<file path="src/rtl/mix_frame_sched.sv">
// mix_frame_sched: round-robin TDM scheduler merging N sample channels into one stream with optional zero-fill on underflow
//   clk, rst                 : clock, synchronous active-high reset
//   enable                   : start/continue frame scheduling (a frame always completes once started)
//   s_axis_tdata/tvalid/tready : per-channel sample inputs, only the current channel is ever ready
//   m_axis_tdata/tid/tlast/tvalid/tready : TDM output stream, tlast on channel N-1
//   busy                     : scheduler not idle
//   underflow_cnt            : saturating count of zero-filled samples
module mix_frame_sched #(
    parameter int DW      = 24,
    parameter int N       = 4,
    parameter int TIDW    = 8,
    parameter int TIMEOUT = 0
) (
    input  logic                   clk,
    input  logic                   rst,
    input  logic                   enable,
    input  logic signed [DW-1:0]   s_axis_tdata [N],
    input  logic [N-1:0]           s_axis_tvalid,
    output logic [N-1:0]           s_axis_tready,
    output logic signed [DW-1:0]   m_axis_tdata,
    output logic [TIDW-1:0]        m_axis_tid,
    output logic                   m_axis_tlast,
    output logic                   m_axis_tvalid,
    input  logic                   m_axis_tready,
    output logic                   busy,
    output logic [15:0]            underflow_cnt
);
    localparam int CW = $clog2(N);
    localparam int WW = TIMEOUT > 0 ? $clog2(TIMEOUT + 1) : 1;
    localparam logic [CW-1:0] LAST = CW'(N - 1);
    localparam logic [WW-1:0] TO = WW'(TIMEOUT);

    typedef enum logic [1:0] {IDLE, RUN, FINISH} state_t;

    state_t        state_q;
    logic [CW-1:0] ch_q;
    logic [WW-1:0] wait_q;
    logic          open_w, slot_free, ch_valid, take, fill, load, last;

    // A disabled RUN sitting on channel 0 is a frame boundary, so it accepts nothing and drops to IDLE.
    always_comb begin
        slot_free = !m_axis_tvalid || m_axis_tready;
        open_w    = !rst && (state_q == FINISH || (state_q == RUN && (enable || ch_q != '0)));
        ch_valid  = s_axis_tvalid[ch_q];
        take      = open_w && slot_free && ch_valid;
        fill      = TIMEOUT > 0 && open_w && slot_free && !ch_valid && wait_q == TO;
        load      = take || fill;
        last      = ch_q == LAST;
        s_axis_tready       = '0;
        s_axis_tready[ch_q] = open_w && slot_free;
    end

    assign busy = state_q != IDLE;

    always_ff @(posedge clk) begin
        if (rst) begin
            state_q       <= IDLE;
            ch_q          <= '0;
            wait_q        <= '0;
            underflow_cnt <= '0;
            m_axis_tvalid <= 1'b0;
            m_axis_tdata  <= '0;
            m_axis_tid    <= '0;
            m_axis_tlast  <= 1'b0;
        end else begin
            if (state_q == IDLE && enable)
                state_q <= RUN;
            else if (state_q == RUN && !enable)
                state_q <= (ch_q == '0 || (load && last)) ? IDLE : FINISH;
            else if (state_q == FINISH && load && last)
                state_q <= IDLE;
            if (load) begin
                m_axis_tdata  <= take ? s_axis_tdata[ch_q] : '0;
                m_axis_tid    <= TIDW'(ch_q);
                m_axis_tlast  <= last;
                m_axis_tvalid <= 1'b1;
                ch_q          <= last ? '0 : ch_q + 1'b1;
            end else if (m_axis_tready) begin
                m_axis_tvalid <= 1'b0;
            end
            // Stalled cycles (slot not free) never count toward the timeout.
            if (load)
                wait_q <= '0;
            else if (TIMEOUT > 0 && open_w && slot_free && !ch_valid)
                wait_q <= wait_q + 1'b1;
            if (fill && underflow_cnt != 16'hFFFF)
                underflow_cnt <= underflow_cnt + 16'd1;
        end
    end
endmodule

</file>
<file path="config.mk">
export PLATFORM = sky130hd
export DESIGN_NAME = mix_frame_sched
export DESIGN_NICKNAME = d
export VERILOG_FILES = /design/src/rtl/mix_frame_sched.sv
export SDC_FILE = /design/constraint.sdc
export NUM_CORES = 1
export LEC_CHECK = 0
export CAP_MARGIN = 10
export CORE_UTILIZATION = 37
export DETAILED_ROUTE_END_ITERATION = 16
export GPL_TIMING_DRIVEN = 0
export PLACE_DENSITY = 0.91
export SYNTH_ARGS = -nofsm -noshare
export SYNTH_HDL_FRONTEND = slang
export SYNTH_SLANG_ARGS = --single-unit
</file>
<file path="constraint.sdc">
create_clock -name clk -period 3.4 [get_ports clk]
set_clock_uncertainty 0.2 [all_clocks]
set_input_delay 0.68 -clock clk [delete_from_list [all_inputs] [get_ports clk]]
set_output_delay 0.68 -clock clk [all_outputs]
set_load 0.1 [all_outputs]
</file>
# Word-level counts from Yosys, hierarchy flattened
# Cells that the tools add are included.
[totals]
out_inout_bits = 55
regBits = 32
[classes]
n_reduce_logical = 25
addsub = 1
magnitude_cmp = 3
bitwise_logic = 2
eq_ne = 3
muxes = 14
[op_table]
columns = ["op", "count"]
rows = [
  ["binary-select mux 24 bit (select 2 bit)", 1],
  ["two-way mux 24 bit", 2],
  ["logical AND 1 bit", 10],
  ["two-way mux 2 bit", 4],
  ["nonzero test 2 bit", 4],
  ["two-way mux 1 bit", 5],
  ["AND 4 bit", 1],
  ["== test 2 bit (second input constant)", 2],
  ["zero test 2 bit", 2],
  ["logical OR 1 bit", 4],
  [">= comparator 3 bit (second input constant)", 1],
  ["zero test 1 bit", 3],
  ["< comparator 2 x 3 -> 1 bit (second input constant)", 1],
  ["NOT 2 -> 3 bit", 1],
  ["nonzero test 3 bit", 1],
  ["adder 2 x 1 -> 2 bit (second input constant)", 1],
  ["binary-select mux 1 bit (select 2 bit)", 1],
  ["demux 1 bit (select 2 bit)", 1],
  ["== test 2 x 1 -> 1 bit (second input constant)", 1],
  [">= comparator 2 x 1 -> 1 bit (second input constant)", 1],
  ["OR reduction 2 bit", 1],
]

# Longest topological paths before layout
# Gate-level depths: netlist (run 1).
[logic_depth]
ltp_word = 12
ltp_mapped = 10

# Worst setup path after synthesis (run 1)
# OpenSTA, ideal clock, no wires.
[synth_timing]
path_type = "reg-to-output"
from = "register ch_q[1]"
to = "output s_axis_tready[0]"
required_time_ns = 2.520
setup_slack_ns = -0.102
arrival_time_ns = 2.622
n_path_buf = 3
path_stages_with_launch = 10
cell_sequence = "dfxtp_1 -> buf_6 -> clkbuf_1 -> inv_1 -> ha_1 -> nor2b_1 -> o21a_1 -> buf_2 -> nor3_1 -> and2_1"
[synth_via]
elab_chain_len = 7
elab_cells_between_ends = 12
[synth_rtl]
columns = ["element", "line_no", "rtl"]
rows = [
  ["from (decl)", "36", "logic [CW-1:0] ch_q;"],
  ["from (signal assigned)", "77", "ch_q <= last ? '0 : ch_q + 1'b1;"],
  ["branches (longest 6 deep; another with < comparator 2 x 3 -> 1 bit)", "n/a", ""],
  ["AND 4 bit (no source line) (*)", "n/a", ""],
  ["to (decl)", "19", "output logic [N-1:0] s_axis_tready,"],
]
# Every way passes the cells marked *.

# Final worst setup path (run 1)
[layout_timing]
from = "register ch_q[1]"
to = "output s_axis_tready[1]"
# The elaborated chain is that of the path after synthesis.

==> summary.md, run 1 <==
| Metric | Value |
|---|---|
| DIE AREA | ~6800 um2 |
| Sinks on the clock net | 32 |
| Synthesized area per cell | 10.9 um2 |
| Sequential share of the synthesized area | between 20% and 30% |
| CTS Buffer Depth | 2 |
| Ant. Diodes | 0 |
| Syn-to-layout area delta | 69.1% |
| Largest family of logic cells by synthesized area | multiplexers |
| Cell taking the most area after synthesis | dfxtp_1 |
| IO Count | between 150 and 200 |
| Synth Register Bits | 32 |
| Reported max-cap violation count | 0 |
| Final Cell Area | around 4100 um2 |
| Final Net Count | a little under 500 |
| Static Leakage | between 0.001 and 0.0015 uW |
| Slowest cell on the critical path | dfxtp_1 |
| Worst Path Required | 2.52 ns |
| Die Span Y | 82.5 um |
| Worst-path clk slew | around 0.070 ns |
| Num CTS Buffers | 5 |
| Initial Utilization | just under 40% |
| Mapped Area | 2400 um2 |
| Status | complete, no violations |
| Final Hold Fails | 0 |
| Crit-path cells | buf_6, inv_1, ha_1, nor2b_1, o21a_1, buf_2, nor3_2, and2_2, buf_6 |
| Final worst slack | 0.134 ns |
| Synth Flop Type | dfxtp_1 |
| Synth top cells by count | 32 x dfxtp_1, 27 x a21oi_1, 26 x buf_4, 26 x nand4_1, 24 x mux4_2 |
| Minimum clock period | roughly 3.3 ns |
| Overflow after GRT | 0 |
| Initial antenna violation count | 0 |
| Adder and majority gate portion of the synthesized area | between 2 and 2.5% |
| Max_slew headroom | about a third |
| CP Class | register to output pin |
| Pins Over Slew Limit | 0 |
| Most frequent cell after synthesis | dfxtp_1 |
| RSZ-0062 raised after global routing | false |
| Worst-path maximum fanout | 19 |
| Worst Path Arrival | 2.39 ns |
| Max VDD drop | approximately 0.21 mV |
| GPL Wtd Cong | a little under 0.8 |
| Worst setup EP type | output pin |
| XOR/XNOR share of the synthesized area | 0% |
| Post-synth EDFFs | 0 |
| Multiplexer share of the synthesized area | 26.9% |
| Simple-gate share of the synthesized area | roughly an eighth |
| Vias in the first global route | about 2400 |
| Crit-path max cell delay | between 0.3 and 0.4 ns |
| H-tree depth | 2 |
| Number of distinct library cells after synthesis | 30 |
| Die width | approximately 83 um |
| Cell mode on critical path | buf_6 |
| # setup viols final | 0 |
| Compound-cell area share of the yosys netlist | roughly a fifth |
| Final WL | around 7500 um |
| Via count | 2390 |
| Largest net degree at the start of global routing | 20 |
| Worst-Skew Late Latency | approximately 0.28 ns |
| Port bufs | between 100 and 150 |
| Synth area leaders | dfxtp_1 27%, mux4_2 23%, o31ai_2 10%, buf_4 8.1%, nand4_1 6.8% |
| Cells after DPL | 453 |
| Setup TNS Final | 0 ns |
| Routed Antenna Nets | 0 |
| Root Buffer | clkbuf_8 |
| Asr flop ratio synth | 0% |
| Post-CTS Repair Setup Buffers | 0 |
| Post-DR wirelength/cell | 16.3 um |
| Pre-antenna DRT Iters | 4 |
| Period utilisation layout | between 90% and 100% |
| Fmax | about 0.31 GHz |
| Num rows | 28 |
| Hold Path Class | register to register |
| Startpoint Class | register |
| Syn. warnings | 0 |
| TritonCTS clock tree | built |
| Pwr/cell area | about 310 nW/um2 |
| Place WS | -1.03 ns |
| Dpl cell area | ~3900 um2 |
| Layout cells sized above 1 | a little over a quarter |
| Dpl hpwl | 6120 um |
| Post-Synthesis Cells | between 200 and 250 |
| Initial DRC count | 90 |
| Share of the synthesized area in the top cell type | 26.7% |
| Post-DR vias/cell | between 5 and 6 |
| Tightest Pin Transition | 1.02 ns |
| Layout Cells excl Fill | 460 |
| First-pass GRT wire length | 11300 um |
| Core Box Area | 6100 um2 |
| Tot Pwr | between 1000 and 1500 uW |
| All-Layer GR Usage | roughly 22% |
| DRC | 0 |
-- per-stage QoR --
step                hold slack [ns]  utilization (%)
finish                        0.273             66.6
global route                  0.290             66.6
CTS                           0.273             66.3
detailed placement            0.263             64.6
global placement              0.255             64.6
floorplan                     0.317                -
-- kinds of logic (layout without fill, tap and decap cells) --
| kind of cell | Yosys count | count (layout) |
|---|---|---|
| AOI/OAI and AO/OA | 56 | 56 |
| and+or+nand+nor | 48 | 48 |
| buffers and inverters | 48 | 191 |
| muxes | 32 | 32 |
| DFF | 32 | 32 |
| adders and majority gates | 4 | 4 |
| other | 1 | 22 |
-- power breakdown --
part           switching [uW]  leakage [uW]  total, uW  internal (uW)
clock                     142     0.0000552        359            217
sequential               8.03      0.000259        394            386
combinational             289       0.00112        496            206
-- state kept, by name, summed over array words and instances, names as in the netlist --
| signal | flops |
|---|---|
| m_axis_tdata | 24 |
| ch_q | 2 |
| m_axis_tid | 2 |
| state_q | 2 |
| m_axis_tlast | 1 |
| m_axis_tvalid | 1 |
-- layout make-up --
cell class,instances,area [um2]
buffer,45,310
fill,504,2040
multi-input combinational,162,1530
timing repair buffer,136,1370
inverter,2,7.51
clock buffer,6,72.6
sequential,32,641
tap,75,93.8
clock inverter,2,35.0
-- worst max-delay path, delay by kind of cell, from the launching register on --
kind                     cells  cell delay, ns
adder cells (fa/ha/maj)      1            0.22
buffers and inverters        4            0.72
AND/OR/NAND/NOR              3            0.60
flip-flops                   1            0.38
AO/OA/AOI/OAI                1            0.18
-- final timing paths --
path	from	to	depth (start not counted)	slack, ns
max	ch_q[1]	s_axis_tready[1]	9	0.13
min	m_axis_tdata[23]	m_axis_tdata[23]	2	0.27
max reg2reg	ch_q[1]	m_axis_tdata[16]	8	0.90
min reg2reg	m_axis_tdata[23]	m_axis_tdata[23]	2	0.27
-- timing repair --
| item | 4_1_cts | 5_1_grt |
|---|---|---|
| gates cloned | 0 | 0 |
| resized for setup | 26 | 5 |
| hold buffers | 0 | 0 |
| setup endpoints to repair | 4 | 4 |
| hold endpoints to repair | 0 | 0 |
-- metal layers --
metal / GRT usage, % / share of wire [%]
met5: 0 / 0
met1: 24.9 / 37
met3: 6.81 / 7.0
met4: 7.24 / 1.7
met2: 40.8 / 54
-- cell usage in the layout, fill, tap and decap left out, types with 3 or more instances in the layout --
cell type and instances:
clkdlybuf4s50_1 132, dfxtp_1 32, a21oi_1 27, buf_4 26, nand4_1 26, mux4_2 24
conb_1 22, o31ai_2 20, buf_6 9, nand2b_1 8, clkbuf_1 8, buf_2 5
o31ai_1 5, clkbuf_8 5, and2_2 4, mux2i_1 4, ha_1 4, nor2_1 3
Power figures use the tool's default switching activity.
==> inputs of run 2 (changes only) <==
--- a/config.mk
+++ b/config.mk
@@ -13,3 +13,4 @@
 export SYNTH_ARGS = -nofsm -noshare
 export SYNTH_HDL_FRONTEND = slang
 export SYNTH_SLANG_ARGS = --single-unit
+export TNS_END_PERCENT = 30
==> run 2 against run 1 <==
Effect of this change:
- register-to-register slack gained 0.05 ns
- fmax is essentially flat
- sequential share of layout area is essentially flat
- highest routed layer unchanged
- hold slack gained 0.0019 ns
- wire length grew 3.5%
- sequential power is essentially flat
- largest cell class unchanged
- total power shrank 4.4%
- clock-buffer cell count is the same
- cell area shrank 0.31%
- clock power shrank 16%
- flip-flop and latch count is the same
- combinational power is essentially flat
==> summary.md, run 2 (same netlist as run 1, synthesis figures left out) <==
| Metric | Value |
|---|---|
| Cell mode on critical path | buf_6 |
| Routed Antenna Nets | 0 |
| Worst Path Arrival | around 2.4 ns |
| All-Layer GR Usage | between 20% and 30% |
| RSZ-0062 raised after global routing | false |
| Largest net degree at the start of global routing | 20 |
| Cts hold-fix bufs | 0 |
| Via count | 2435 |
| Dpl cell area | about 4000 um2 |
| Vias in the first global route | between 2000 and 3000 |
| Max_slew headroom | between 30% and 40% |
| Final Cell Area | 4050 um2 |
| Sinks on the clock net | 32 |
| Final Net Count | between 400 and 500 |
| Dpl hpwl | approximately 6400 um |
| Minimum clock period | approximately 3.3 ns |
| Max VDD drop | between 0.2 and 0.25 mV |
| Crit-path max cell delay | about 0.37 ns |
| Syn-to-layout area delta | 68.6% |
| Final Hold Fails | 0 |
| GPL Wtd Cong | between 0.7 and 0.8 |
| Reported max-cap violation count | 0 |
| CTS Buffer Depth | 2 |
| Most frequent cells in the layout | 132 x clkdlybuf4s50_1, 32 x dfxtp_1, 27 x a21oi_1 |
| Ant. Diodes | 0 |
| Die Span Y | 82.5 um |
| Final WL | slightly below 8000 um |
| M3 GR Usage | about 4.8% |
| Tightest Pin Transition | between 1 and 1.5 ns |
| DRC | 0 |
| Num CTS Buffers | 5 |
| Post-DR vias/cell | roughly 5.3 |
| # setup viols final | 0 |
| Worst setup EP type | output pin |
| Layout cells sized above 1 | around a quarter |
| Post-DR wirelength/cell | roughly 17 um |
| IO Count | between 150 and 200 |
| Crit-path cells | buf_6, inv_1, ha_1, nor2b_1, o21a_1, buf_2, nor3_4, and2_1, buf_6 |
| Pwr/cell area | a little under 300 nW/um2 |
| Initial DRC count | around 180 |
| Period utilisation layout | between 90% and 100% |
| CP Class | register to output pin |
| Most common cell after layout, fill and taps aside | clkdlybuf4s50_1 |
| Slowest cell on the critical path | dfxtp_1 |
| First-pass GRT wire length | around 12000 um |
| Met1 usage | around 28% |
| H-tree depth | 2 |
| Hold Path Class | register to register |
| Hold_ws | approximately 0.27 ns |
| Worst Path Required | between 2 and 3 ns |
| Core Box Area | slightly above 6000 um2 |
| Initial antenna violation count | 0 |
| TritonCTS clock tree | built |
| Worst-Skew Late Latency | between 0.2 and 0.3 ns |
| Overflow after GRT | 0 |
| Initial Utilization | about 39% |
| Startpoint Class | register |
| Pins Over Slew Limit | 0 |
| Root Buffer | clkbuf_8 |
| DIE AREA | just under 7000 um2 |
| Post-CTS Repair Setup Buffers | 0 |
| GR Util met2 | between 40% and 50% |
| Die width | ~83 um |
| Fmax | slightly above 0.3 GHz |
| Status | complete, no violations |
| Worst-path clk slew | roughly 0.07 ns |
| Port bufs | around 140 |
| Num rows | 28 |
| Static Leakage | around 0.0014 uW |
| Pre-antenna DRT Iters | 4 |
| Top reg by flops | m_axis_tdata |
| Busiest layer in global routing | met2 |
| Worst-path maximum fanout | 19 |
| Largest register FFs | 24 |
[run 2: changes by cell type in the layout (fill, tap and decap cells not counted)]
cell       change
clkbuf_1       -1
bufinv_16      -1
and2_1         +3
nor3_4         +1
nor3_2         -1
clkbuf_8       +1
and2_2         -3
clkinv_2       +1
[run 2: cell type report]
class                   count  area, um2
well taps                  75       93.8
repair buffers            136       1370
multi-input cells         162       1540
flip-flops and latches     32        641
inverters                   2       7.51
clock inverters             2       10.0
plain buffers              45        310
clock buffers               6       82.6
fillers                   501       2050
[run 2: stage by stage]
stage	power [uW]	TNS, ns	setup WS [ns]	util [%]	cells
global placement	888	-3.62	-0.918	64.6	453
detailed placement	897	-4.16	-1.06	64.6	453
finish	1190	0	0.136	66.4	460
floorplan	728	-0.305	-0.102	-	242
CTS	1190	0	0.0453	66.0	460
global route	1240	0	0.0213	66.4	460
[run 2: per-layer routing]
metal  share of wire [%]  up-vias
met5                   0        -
met4                 2.7        0
met3                 6.1       23
met2                  56      113
met1                  36     1157
li1                    -     1142
[run 2: worst paths after layout]
path / start / slack (ns) / cells after the start / end
setup / recovery: ch_q[1] / 0.14 / 9 / s_axis_tready[2]
hold / removal: m_axis_tdata[18] / 0.27 / 2 / m_axis_tdata[18]
setup reg to reg: ch_q[1] / 0.95 / 8 / m_axis_tdata[11]
hold reg to reg: m_axis_tdata[18] / 0.27 / 2 / m_axis_tdata[18]
[run 2: power breakdown]
| part | switching, uW | internal, uW |
|---|---|---|
| logic | 291 | 207 |
| clock network | 140 | 161 |
| registers | 8.43 | 386 |
[run 2: repair_timing]
item                                   4_1_cts  5_1_grt
resized for setup                           26        6
setup endpoints to repair                    4        4
endpoints found under the hold margin        0        0
cloned                                       0        0
pin swaps                                    0        0
[run 2: critical path, delay by kind of cell (launching register included)]
kind                       cells  cell delay (ns)
AOI/OAI and AO/OA              1             0.18
adders and majority gates      1             0.22
buffers and inverters          4             0.73
DFF                            1             0.37
and+or+nand+nor                3             0.58
==> inputs of run 3 (changes only) <==
--- a/config.mk
+++ b/config.mk
@@ -9,7 +9,7 @@
 export CORE_UTILIZATION = 37
 export DETAILED_ROUTE_END_ITERATION = 16
 export GPL_TIMING_DRIVEN = 0
-export PLACE_DENSITY = 0.91
+export PLACE_DENSITY_LB_ADDON = 0.1
 export SYNTH_ARGS = -nofsm -noshare
 export SYNTH_HDL_FRONTEND = slang
 export SYNTH_SLANG_ARGS = --single-unit
==> run 3 against run 2 <==
Effect of this change:
- cell count down 0.22%
- cell area barely moved
- critical path type unchanged
- clock-buffer cell count rose by 1
- via count is 2.7% lower
- largest cell class unchanged
- critical endpoint is now s_axis_tready[3]
==> summary.md, run 3 (same netlist as run 1, synthesis figures left out) <==
| Metric | Value |
|---|---|
| Tot Pwr | 1210 uW |
| Post-CTS Repair Setup Buffers | 0 |
| Worst setup EP type | output pin |
| Slowest cell on the critical path | dfxtp_1 |
| Slack of the worst reg-to-reg path | about 0.96 ns |
| Most common cell after layout, fill and taps aside | clkdlybuf4s50_1 |
| Final Hold Fails | 0 |
| H-tree depth | 2 |
| Final Net Count | 492 |
| FF-to-FF path depth | 8 |
| Worst-Skew Late Latency | approximately 0.28 ns |
| First-pass GRT wire length | around 11000 um |
| Place WS | -1.06 ns |
| Minimum clock period | 3.24 ns |
| Pre-antenna DRT Iters | 4 |
| Initial DRC count | between 50 and 60 |
| TritonCTS clock tree | built |
| Final WL | about 7100 um |
| Root Buffer | clkbuf_8 |
| Tightest Pin Transition | 0.994 ns |
| Status | complete, no violations |
| Fmax | between 0.3 and 0.4 GHz |
| DRC | 0 |
| Max_slew headroom | between 30 and 40% |
| Top reg by flops | m_axis_tdata |
| Syn-to-layout area delta | 68.7% |
| Core Box Area | between 6000 and 7000 um2 |
| Logic pwr share | about two fifths |
| Cells after DPL | about 450 |
| Sinks on the clock net | 32 |
| Most frequent cells in the layout | 132 x clkdlybuf4s50_1, 32 x dfxtp_1, 27 x a21oi_1 |
| Hold Path Class | register to register |
| Max VDD drop | between 0.15 and 0.2 mV |
| Vias in the first global route | ~2200 |
| Cell mode on critical path | buf_6 |
| Sequential Power Share | around 33% |
| Worst-path clk slew | around 0.070 ns |
| Ant. Diodes | 0 |
| Num rows | 28 |
| Psw | roughly 430 uW |
| RSZ-0062 raised after global routing | false |
| Final worst slack | ~0.16 ns |
| Internal power | just under 800 uW |
| Clock Power Share | 26.4% |
| Worst Path Required | approximately 2.5 ns |
| Die width | 82.5 um |
| IO Count | between 150 and 200 |
| Crit-path cells | buf_6, inv_1, ha_1, nor2b_1, o21a_1, buf_2, nor3_2, and2_1, buf_6 |
| CTS Buffer Depth | 2 |
| Setup TNS Final | 0 ns |
| Worst Path Arrival | 2.36 ns |
| Via count | around 2400 |
| Overflow after GRT | 0 |
| Reported max-cap violation count | 0 |
| Routed Antenna Nets | 0 |
| Initial Utilization | approximately two fifths |
| Static Leakage | roughly 0.0014 uW |
| Largest register FFs | 24 |
| Dpl hpwl | ~5700 um |
| Post-DR vias/cell | 5.16 |
| Sw Ratio | approximately 36% |
| CP Class | register to output pin |
| # setup viols final | 0 |
| Initial antenna violation count | 0 |
| Layout cells sized above 1 | a little over a quarter |
| DIE AREA | 6810 um2 |
| Multi-input gate area | approximately 1500 um2 |
| Num CTS Buffers | 5 |
| Pins Over Slew Limit | 0 |
| Period utilisation layout | between 90% and 100% |
| All-Layer GR Usage | slightly above 20% |
| Register Area | roughly 640 um2 |
| Pwr/cell area | between 200 and 300 nW/um2 |
| Crit-path max cell delay | between 0.4 and 0.5 ns |
| Post-DR wirelength/cell | roughly 16 um |
| Die Span Y | a little over 80 um |
| GPL Wtd Cong | just under 0.8 |
| Worst-path maximum fanout | 10 |
| # fillers | roughly 530 |
| Layout Cells excl Fill | approximately 460 |
| Port bufs | about 140 |
| Largest net degree at the start of global routing | 20 |
| Startpoint Class | register |
| Cells on Worst Hold Path | 2 |
## run 3: layout make-up
class | instances | share of cell area [%]
tap | 75 | 2.32
inverter | 2 | 0.185
multi-input combinational | 162 | 37.8
clock buffer | 7 | 2.38
buffer | 45 | 7.76
timing repair buffer | 136 | 33.8
sequential | 32 | 15.8
## run 3: metal layers
| metal | vias up | share of wire (%) | track usage, % |
|---|---|---|---|
| li1 | 1146 | - | - |
| met1 | 1119 | 40 | 25.8 |
| met2 | 99 | 50 | 36.0 |
| met3 | 5 | 9.1 | 5.38 |
| met4 | 0 | 0.88 | 4.66 |
| met5 | - | 0 | 0 |
## run 3: stage by stage
stage | utilization, % | cell area [um2] | hold slack [ns]
after floorplan | - | 2480 | 0.317
after CTS | 66.1 | 4030 | 0.273
after global routing | 66.4 | 4050 | 0.290
final | 66.4 | 4050 | 0.269
after detailed placement | 64.6 | 3940 | 0.264
after global placement | 64.6 | 3940 | 0.254
## run 3: power by group through the flow
stage	Clock [uW]	Sequential (uW)	Combinational [uW]
after detailed placement	0	402	492
after CTS	327	394	494
after floorplan	0	469	259
after global placement	0	402	487
after global routing	345	395	518
final	318	394	493
## run 3: final timing paths
kind                                    endpoint             start
worst max-delay path            s_axis_tready[3]           ch_q[0]
worst min-delay path            m_axis_tdata[17]  m_axis_tdata[17]
worst min register to register  m_axis_tdata[17]  m_axis_tdata[17]
worst max register to register  m_axis_tdata[14]           ch_q[0]
## run 3: what timing repair did
action / CTS / global route
resized for setup: 27 / 5
hold buffers: 0 / 0
setup endpoints to repair: 4 / 4
## run 3: worst max-delay path, delay by kind of cell, from the launching register on
kind / cells / cell delay [ns]
AOI/OAI and AO/OA: 1 / 0.18
adders and majority gates: 1 / 0.22
buffers and inverters: 4 / 0.69
DFF: 1 / 0.42
and+or+nand+nor: 3 / 0.56
